### config.mk
export PLATFORM = sky130hd
export DESIGN_NAME = cacheline_adapter
export DESIGN_NICKNAME = d
export VERILOG_FILES = /design/src/rtl/cache_types.sv /design/src/rtl/cacheline_adapter.sv
export SDC_FILE = /design/constraint.sdc
export NUM_CORES = 1
export LEC_CHECK = 0
export ABC_CLOCK_PERIOD_IN_PS = 3300
export BUFFER_PORTS_ARGS = -buffer_cell sky130_fd_sc_hd__buf_2
export CAP_MARGIN = 10
export CORE_AREA = 5 5 283 285
export CTS_CLUSTER_SIZE = 28
export DETAILED_ROUTE_END_ITERATION = 7
export DIE_AREA = 0 0 288 290
export GPL_TIMING_DRIVEN = 0
export PLACE_DENSITY = 0.62
export SETUP_SLACK_MARGIN = 0.2
export SLEW_MARGIN = 20
export SYNTH_ARGS = -nofsm -noshare
export SYNTH_HDL_FRONTEND = slang
export SYNTH_SLANG_ARGS = --single-unit
### constraint.sdc
create_clock -name clk -period 3.3 [get_ports clk]
set_input_delay 0.495 -clock clk [delete_from_list [all_inputs] [get_ports clk]]
set_output_delay 0.495 -clock clk [all_outputs]
set_load 0.005 [all_outputs]
### src/rtl/cache_types.sv
// Shared cache-side types: adapter FSM states and default burst geometry.
package cache_types;

  localparam int LINE_W        = 256;
  localparam int LINE_OFF_W    = $clog2(LINE_W / 8);
  localparam int DEF_BEAT_W    = 64;
  localparam int DEF_BURST_LEN = 4;

  typedef enum logic [2:0] {
    IDLE     = 3'd0,
    RD_REQ   = 3'd1,
    RD_WAIT  = 3'd2,
    WR_BURST = 3'd3,
    RESP     = 3'd4,
    DONE     = 3'd5
  } adapter_state_e;

endpackage

### src/rtl/cacheline_adapter.sv
// Bridges 256-bit cacheline read/write requests onto a beat-wide burst memory port.
module cacheline_adapter
  import cache_types::*;
#(
  parameter int BEAT_W    = DEF_BEAT_W,
  parameter int BURST_LEN = DEF_BURST_LEN
) (
  input  logic              clk,
  input  logic              rst_n,
  input  logic [31:0]       dfp_addr,
  input  logic              dfp_read,
  input  logic              dfp_write,
  input  logic [LINE_W-1:0] dfp_wdata,
  output logic [LINE_W-1:0] dfp_rdata,
  output logic              dfp_resp,
  output logic [31:0]       bmem_addr,
  output logic              bmem_read,
  output logic              bmem_write,
  output logic [BEAT_W-1:0] bmem_wdata,
  input  logic              bmem_ready,
  input  logic [31:0]       bmem_raddr,
  input  logic [BEAT_W-1:0] bmem_rdata,
  input  logic              bmem_rvalid
);

  localparam int CNT_W = (BURST_LEN > 1) ? $clog2(BURST_LEN) : 1;
  localparam logic [CNT_W-1:0] LAST_BEAT = CNT_W'(BURST_LEN - 1);

  generate
    if (BEAT_W * BURST_LEN != LINE_W) begin : g_bad_geometry
      $error("cacheline_adapter: BEAT_W*BURST_LEN must equal %0d", LINE_W);
    end
  endgenerate

  adapter_state_e    state_reg;
  logic [CNT_W-1:0]  cnt_reg;
  logic [LINE_W-1:0] line_reg;
  logic [LINE_W-1:0] line_next;
  logic              last_beat;
  logic              unused_bits;

  // Returning read tags and the in-line byte offset carry no information here.
  assign unused_bits = ^{bmem_raddr, dfp_addr[LINE_OFF_W-1:0]};
  assign last_beat   = (cnt_reg == LAST_BEAT);

  always_comb begin
    line_next = line_reg;
    line_next[int'(cnt_reg)*BEAT_W +: BEAT_W] = bmem_rdata;
  end

  assign bmem_read  = (state_reg == RD_REQ);
  assign bmem_write = (state_reg == WR_BURST);
  assign dfp_resp   = (state_reg == RESP);
  assign bmem_wdata = bmem_write ? dfp_wdata[int'(cnt_reg)*BEAT_W +: BEAT_W] : '0;

  always_ff @(posedge clk or negedge rst_n) begin
    if (!rst_n) begin
      state_reg <= IDLE;
      cnt_reg   <= '0;
      line_reg  <= '0;
      dfp_rdata <= '0;
      bmem_addr <= '0;
    end else begin
      unique case (state_reg)
        IDLE: begin
          if (dfp_write || dfp_read) begin
            cnt_reg   <= '0;
            bmem_addr <= {dfp_addr[31:LINE_OFF_W], {LINE_OFF_W{1'b0}}};
            state_reg <= dfp_write ? WR_BURST : RD_REQ;
          end
        end
        RD_REQ: begin
          if (bmem_ready) begin
            cnt_reg   <= '0;
            state_reg <= RD_WAIT;
          end
        end
        RD_WAIT: begin
          if (bmem_rvalid) begin
            line_reg <= line_next;
            if (last_beat) begin
              // Publish the whole line at once so dfp_rdata never shows a partial fill.
              dfp_rdata <= line_next;
              cnt_reg   <= '0;
              state_reg <= RESP;
            end else begin
              cnt_reg <= cnt_reg + 1'b1;
            end
          end
        end
        WR_BURST: begin
          if (bmem_ready) begin
            if (last_beat) begin
              cnt_reg   <= '0;
              state_reg <= RESP;
            end else begin
              cnt_reg <= cnt_reg + 1'b1;
            end
          end
        end
        RESP:    state_reg <= DONE;
        DONE:    state_reg <= IDLE;
        default: state_reg <= IDLE;
      endcase
    end
  end

endmodule

==> results.yml, run 1 <==
cells_and_area:
  seq_area_sq_um: 13600
  final_net_count: 3264
  final_layout_size_suffix_gt1_share_pct: 35.5
  multi_input_area_sq_um: 9740
  area_growth_pct: 28.7
  fillers: 7702
detailed_routing:
  drc: 0
  drtIter0Drc: 2140
  viasPerCell: 5.72
  wirelength_microns: 135000
  vias: 22800
  avgRoutedWirePerCell_microns: 33.7
  drtPass1Iterations: 5
  drtAntennaViolNets: 0
die:
  fp.dieH_microns: 290
  dieArea_sq_um: 83500
  std_cell_rows: 102
  coreArea_sq_um: 77100
  initial_utilization_pct: 32.2
  die_w_microns: 288
  ios: 745
yosys:
  yosysSeqAreaShare_pct: 54.8
  yosysUniqueCellTypes: 43
  synth.avg_cell_area_sq_um: 11.6
  synth_cells: 2148
  syn_area_sq_um: 24900
  yosysWarnings: 0
  synth-main-ff-cell: "dfrtp_1"
  synth_edf_count: 0
  ys_seq_elements: 544
  async_flop_share_pct: 100
grt:
  antenna_found_initial: 57
  grt_pass1_vias: 22400
  grt_max_degree: 92
  grt_usage_pct: 30.8
  overflow: 0
  grt_pass1_wl_microns: 184000
sta:
  drv_slew: 0
  clock_skew_ns: 0.0621
  period_share_pct: 92.2
  rsz0062_at_grt: "no"
  setup_viol: 0
  fmax_mhz: 329
  finalHoldViolations: 0
  slew_headroom_pct: 47.1
  finalSetupTns_ns: 0
  finalCriticalPeriod_ns: 3.04
  holdWs_ns: 0.0846
  worst_slew_pin_slew_ns: 0.794
clock_network:
  cts-root-buf: "clkbuf_16"
  clk_latency_ns: 0.66
  htree_levels: 2
  cts_buffer_depth: 3
  clkTransAtPathRegs_ns: 0.06
  cts_inserted_buffers: 61
  numClockSinks: 544
  cts_tree: "built"
flow_run:
  drv_cap: 0
hold_path:
  holdPathStages: 2
  hold_path_class: "input port to register"
critical_path:
  crit_path_end_kind: "primary output"
  critPathSlowestCell: "mux4_2"
  worstSetupPathType: "register to primary output"
  critPathMaxFanout: 10
  worstPathArrival_ns: 2.55
  reg2reg_depth: 9
  cp_slowest_stage_delay_ns: 0.49
  cp-start-kind: "register"
  cp.required_ns: 2.80
  path_cells: "buf_4, clkbuf_2, mux4_2, nor2b_1, buf_2"
power_and_ir_drop:
  sw_frac_of_total_pct: 40.0
  clock_power_share_pct: 22.2
  power_density_nw_per_um2: 1030
  ir_worst_vdd_mv: 0.509
  p_sw_w: 0.0131
  p_int_w: 0.0197
  seqPwrFrac_pct: 35.0
  combPwrFrac_pct: 42.8
  p_leak_nw: 14.8
place:
  portBuffers: 639
  place_congestion: 1.07
  hpwl_microns: 105000
run_status:
  outcome: "finished clean"
==> final timing paths <==
path / startpoint / endpoint / slack (ns)
max: cnt_reg[1] / bmem_wdata[25] / 0.26
min: dfp_addr[29] / bmem_addr[29] / 0.08
max reg2reg: cnt_reg[1] / dfp_rdata[146] / 0.32
min reg2reg: line_reg[190] / line_reg[190] / 0.49
max in group asynchronous: rst_n / dfp_rdata[1] / 1.04
min in group asynchronous: rst_n / line_reg[34] / 0.33
==> critical path, delay by kind of cell (launching register included) <==
| family | cells | cell delay, ns |
|---|---|---|
| multiplexers | 1 | 0.49 |
| flip-flops | 1 | 0.46 |
| AND/OR/NAND/NOR | 1 | 0.18 |
| buffers and inverters | 3 | 0.80 |
==> metal layers <==
metal  up-vias  part of all wire (%)  global-route usage [%]
met1     11800                    42                    42.1
met5         -                 0.094                       0
met3       230                   9.1                    9.03
met4        20                   4.7                    12.6
li1       9622                     -                       -
met2      1119                    44                    46.1
==> cells by family after synthesis <==
family,after synthesis,share of synthesized area [%]
AOI/OAI and AO/OA,1019,27.0
and+or+nand+nor,169,4.41
other,1,0.0151
buffers and inverters,310,6.16
DFF,544,54.8
muxes,99,7.38
adders and majority gates,6,0.302
==> power by group through the flow <==
stage                     Combinational [W]  Clock [W]  Sequential, W
final                                0.0141    0.00729         0.0115
after global placement               0.0137          0         0.0115
after CTS                            0.0140    0.00736         0.0114
after detailed placement             0.0138          0         0.0114
after floorplan                     0.00741          0         0.0112
after global routing                 0.0151    0.00763         0.0117
==> cell usage after synthesis (4+ instances only) <==
master | number | area share [%]
buf_2 | 98 | 2.0
ha_1 | 6 | 0.30
nor2_1 | 5 | 0.076
buf_4 | 27 | 0.82
buf_1 | 48 | 0.72
nand2_1 | 4 | 0.060
buf_6 | 19 | 0.86
mux2_2 | 33 | 1.5
dfrtp_1 | 544 | 55
a21oi_1 | 567 | 11
nor2b_1 | 130 | 3.3
mux4_2 | 64 | 5.8
a32oi_1 | 111 | 3.9
a22oi_1 | 75 | 2.3
inv_1 | 5 | 0.076
clkbuf_1 | 110 | 1.7
a22o_1 | 258 | 9.1
nand3_2 | 4 | 0.16
==> timing repair <==
item                       4_1_cts  5_1_grt
hold endpoints to repair        42        0
hold buffers                     1        0
pin swaps                        2        0
setup endpoints to repair      562      108
buffers inserted                 5        0
gates resized for setup         41       18
==> cells in the final DEF (no fill, tap or decap), drive strengths merged, types with 4 or more instances in the layout <==
master / netlist / layout
buf: 192 / 842
a21oi: 567 / 567
dfrtp: 544 / 544
a22o: 258 / 258
clkbuf: 110 / 197
nor2b: 130 / 130
a32oi: 111 / 111
a22oi: 75 / 75
mux4: 64 / 64
diode: 0 / 36
mux2: 34 / 34
clkinv: 0 / 14
inv: 8 / 10
bufinv: 0 / 8
nand3: 7 / 7
ha: 6 / 6
nor2: 6 / 6
conb: 1 / 5
nand2: 4 / 4
==> metrics by stage <==
step / utilization, % / cells / worst slack [ns] / cell area [sq um] / power (W)
finish: 41.5 / 3993 / 0.257 / 32000 / 0.0328
global placement: 38.1 / 3831 / -10.06 / 29400 / 0.0251
detailed placement: 38.4 / 3839 / -0.801 / 29600 / 0.0253
global route: 41.4 / 3972 / 0.204 / 31900 / 0.0345
floorplan: - / 2152 / 0.772 / 24900 / 0.0186
CTS: 41.3 / 3957 / 0.186 / 31900 / 0.0328
==> cell type report <==
type / count / area share (%)
Multi-Input combinational cell: 1298 / 30.5
Inverter: 8 / 0.0939
Buffer: 302 / 5.01
Antenna cell: 36 / 0.282
Sequential cell: 544 / 42.6
Clock inverter: 27 / 1.26
Clock buffer: 85 / 5.37
Timing Repair Buffer: 653 / 10.9
Tap cell: 1040 / 4.07
No activity file was read; power rests on OpenSTA's default activity.
==> run 2, diff against run 1 <==
Settings changed: PLACE_DENSITY 0.62 to unset.
==> run 2 against run 1 <==
Effect of this change: register-to-register slack better by 0.05 ns; sequential power hardly changed; clock skew is 0.031 ns lower; largest power group unchanged; power is 0.61% lower; hold slack worse by 0.0065 ns; global-route usage is 0.26 points lower; non-clock buffer count is 1 lower; cell area is 0.22% lower; utilization is 0.093 points lower; final cell count is 0.43% lower; routed wire length is 1.2% lower; flip-flop and latch count stayed put.
==> results.yml, run 2 (synthesis gave the netlist of run 1 again) <==
run_status:
  outcome: "finished clean"
critical_path:
  crit_path_end_kind: "primary output"
  worstPathArrival_ns: 2.51
  critPathMaxFanout: 10
  crit_buf_inv: 4
  r2r-start: "cnt_reg[1]"
  cp-startpoint: "cnt_reg[0]"
  critPathSlowestCell: "mux4_2"
  worstSetupPathType: "register to primary output"
  path_cells: "buf_6, buf_8, buf_8, mux4_2, nor2b_1, buf_2"
  cp_slowest_stage_delay_ns: 0.52
  cp-start-kind: "register"
  path_common_cell: "buf_8"
  cp.required_ns: 2.80
  critical_path.top_delay_family: "buffers and inverters"
die:
  ios: 745
  dieArea_sq_um: 83500
  std_cell_rows: 102
  fp.dieH_microns: 290
  initial_utilization_pct: 32.2
  die_w_microns: 288
  coreArea_sq_um: 77100
grt:
  overflow: 0
  grt_max_degree: 86
  grt-busiest-layer: "met2"
  use_met2_pct: 46.4
  grt_usage_pct: 30.6
  antenna_found_initial: 58
  grtUsageMet1_pct: 41.7
  grt_pass1_wl_microns: 182000
  grt_use_met3_pct: 8.45
  grt_pass1_vias: 22400
place:
  portBuffers: 639
  hpwl_microns: 104000
  placed_area_sq_um: 29600
  place_congestion: 1.01
clock_network:
  cts_buffer_depth: 3
  clk_latency_ns: 0.65
  htree_levels: 2
  clkTransAtPathRegs_ns: 0.06
  cts_tree: "built"
  cts_inserted_buffers: 60
  numClockSinks: 544
  cts-root-buf: "clkbuf_16"
sta:
  slew_headroom_pct: 23.0
  period_share_pct: 91.0
  fmax_mhz: 333
  rsz0062_at_grt: "no"
  finalCriticalPeriod_ns: 3.00
  worst_slew_pin_slew_ns: 1.16
  drv_slew: 0
  clock_skew_ns: 0.0306
  setup_viol: 0
  finalHoldViolations: 0
power_and_ir_drop:
  power_w: 0.0326
  ir_worst_vdd_mv: 0.453
  p_leak_nw: 14.8
  power_density_nw_per_um2: 1020
cells_and_area:
  final_common_cell: "buf_2"
  fillers: 7659
  final_layout_size_suffix_gt1_share_pct: 35.7
  final_cell_mix: "726 x buf_2, 567 x a21oi_1, 543 x dfrtp_1, 258 x a22o_1, 129 x nor2b_1"
  fin_util_pct: 41.4
  final_net_count: 3262
  area_growth_pct: 28.4
  fin_area_sq_um: 31900
detailed_routing:
  drtPass1Iterations: 5
  drtIter0Drc: 2215
  wirelength_microns: 133000
  drc: 0
  vias: 22700
  viasPerCell: 5.70
  drtAntennaViolNets: 0
  avgRoutedWirePerCell_microns: 33.4
hold_path:
  worstHoldStart: "dfp_addr[13]"
  hold_path_class: "input port to register"
flow_run:
  drv_cap: 0
## run 2: final timing paths
kind	to	slack, ns	cells after the start
worst max-delay path	bmem_wdata[62]	0.30	6
worst min-delay path	bmem_addr[13]	0.08	2
worst max register to register	line_reg[124]	0.37	10
worst min register to register	bmem_addr[13]	0.49	1
max in group asynchronous	bmem_addr[23]	1.37	5
min in group asynchronous	dfp_rdata[22]	0.34	2
## run 2: area by class of cell
type                            count  area, sq um  area share, %
Sequential cell                   544        13600           42.7
Timing Repair Buffer              652         3470           10.9
Antenna cell                       22         55.1          0.173
Buffer                            302         1600           5.03
Multi-Input combinational cell   1298         9740           30.5
Clock inverter                     24          333           1.04
Inverter                            8         30.0         0.0941
Clock buffer                       86         1750           5.48
Tap cell                         1040         1300           4.08
## run 2: repair_timing
action	in CTS	in global routing
pin swaps	2	0
gates resized for setup	50	10
setup endpoints to repair	559	145
hold endpoints to repair	48	0
buffers inserted	5	0
hold buffers	1	0
## run 2: report_power, final
| group | leakage, nW | total, W | switching (W) | internal (W) |
|---|---|---|---|---|
| clock network | 1.02 | 0.00715 | 0.00298 | 0.00416 |
| logic | 6.78 | 0.0139 | 0.00816 | 0.00578 |
| registers | 7.01 | 0.0115 | 0.00190 | 0.00962 |
| total | 14.8 | 0.0326 | 0.0130 | 0.0196 |
## run 2: per-stage QoR
step / hold WS (ns) / instances / setup slack [ns] / TNS [ns]
floorplan: 0.199 / 2152 / 0.772 / 0
global placement: 0.472 / 3831 / -10.11 / -5757.30
detailed placement: 0.441 / 3838 / -1.08 / -254.39
CTS: 0.0579 / 3954 / 0.208 / 0
global route: 0.0855 / 3965 / 0.209 / 0
finish: 0.0781 / 3976 / 0.297 / 0
## run 2: worst reg2reg max path, stage by stage, from the launching register on
cell and delay, ns:
dfrtp_1 0.46, buf_4 0.27, buf_4 0.27, inv_1 0.13, ha_1 0.38, and4b_1 0.25, buf_2 0.17, and3_1 0.19
clkbuf_2 0.18, buf_4 0.25, a22o_1 0.27
## run 2: layer usage
layer | share of wire (%) | wire length [microns]
met5 | 0.13 | 167
met4 | 4.2 | 5590
met3 | 9.4 | 12500
met2 | 45 | 59900
met1 | 41 | 54700
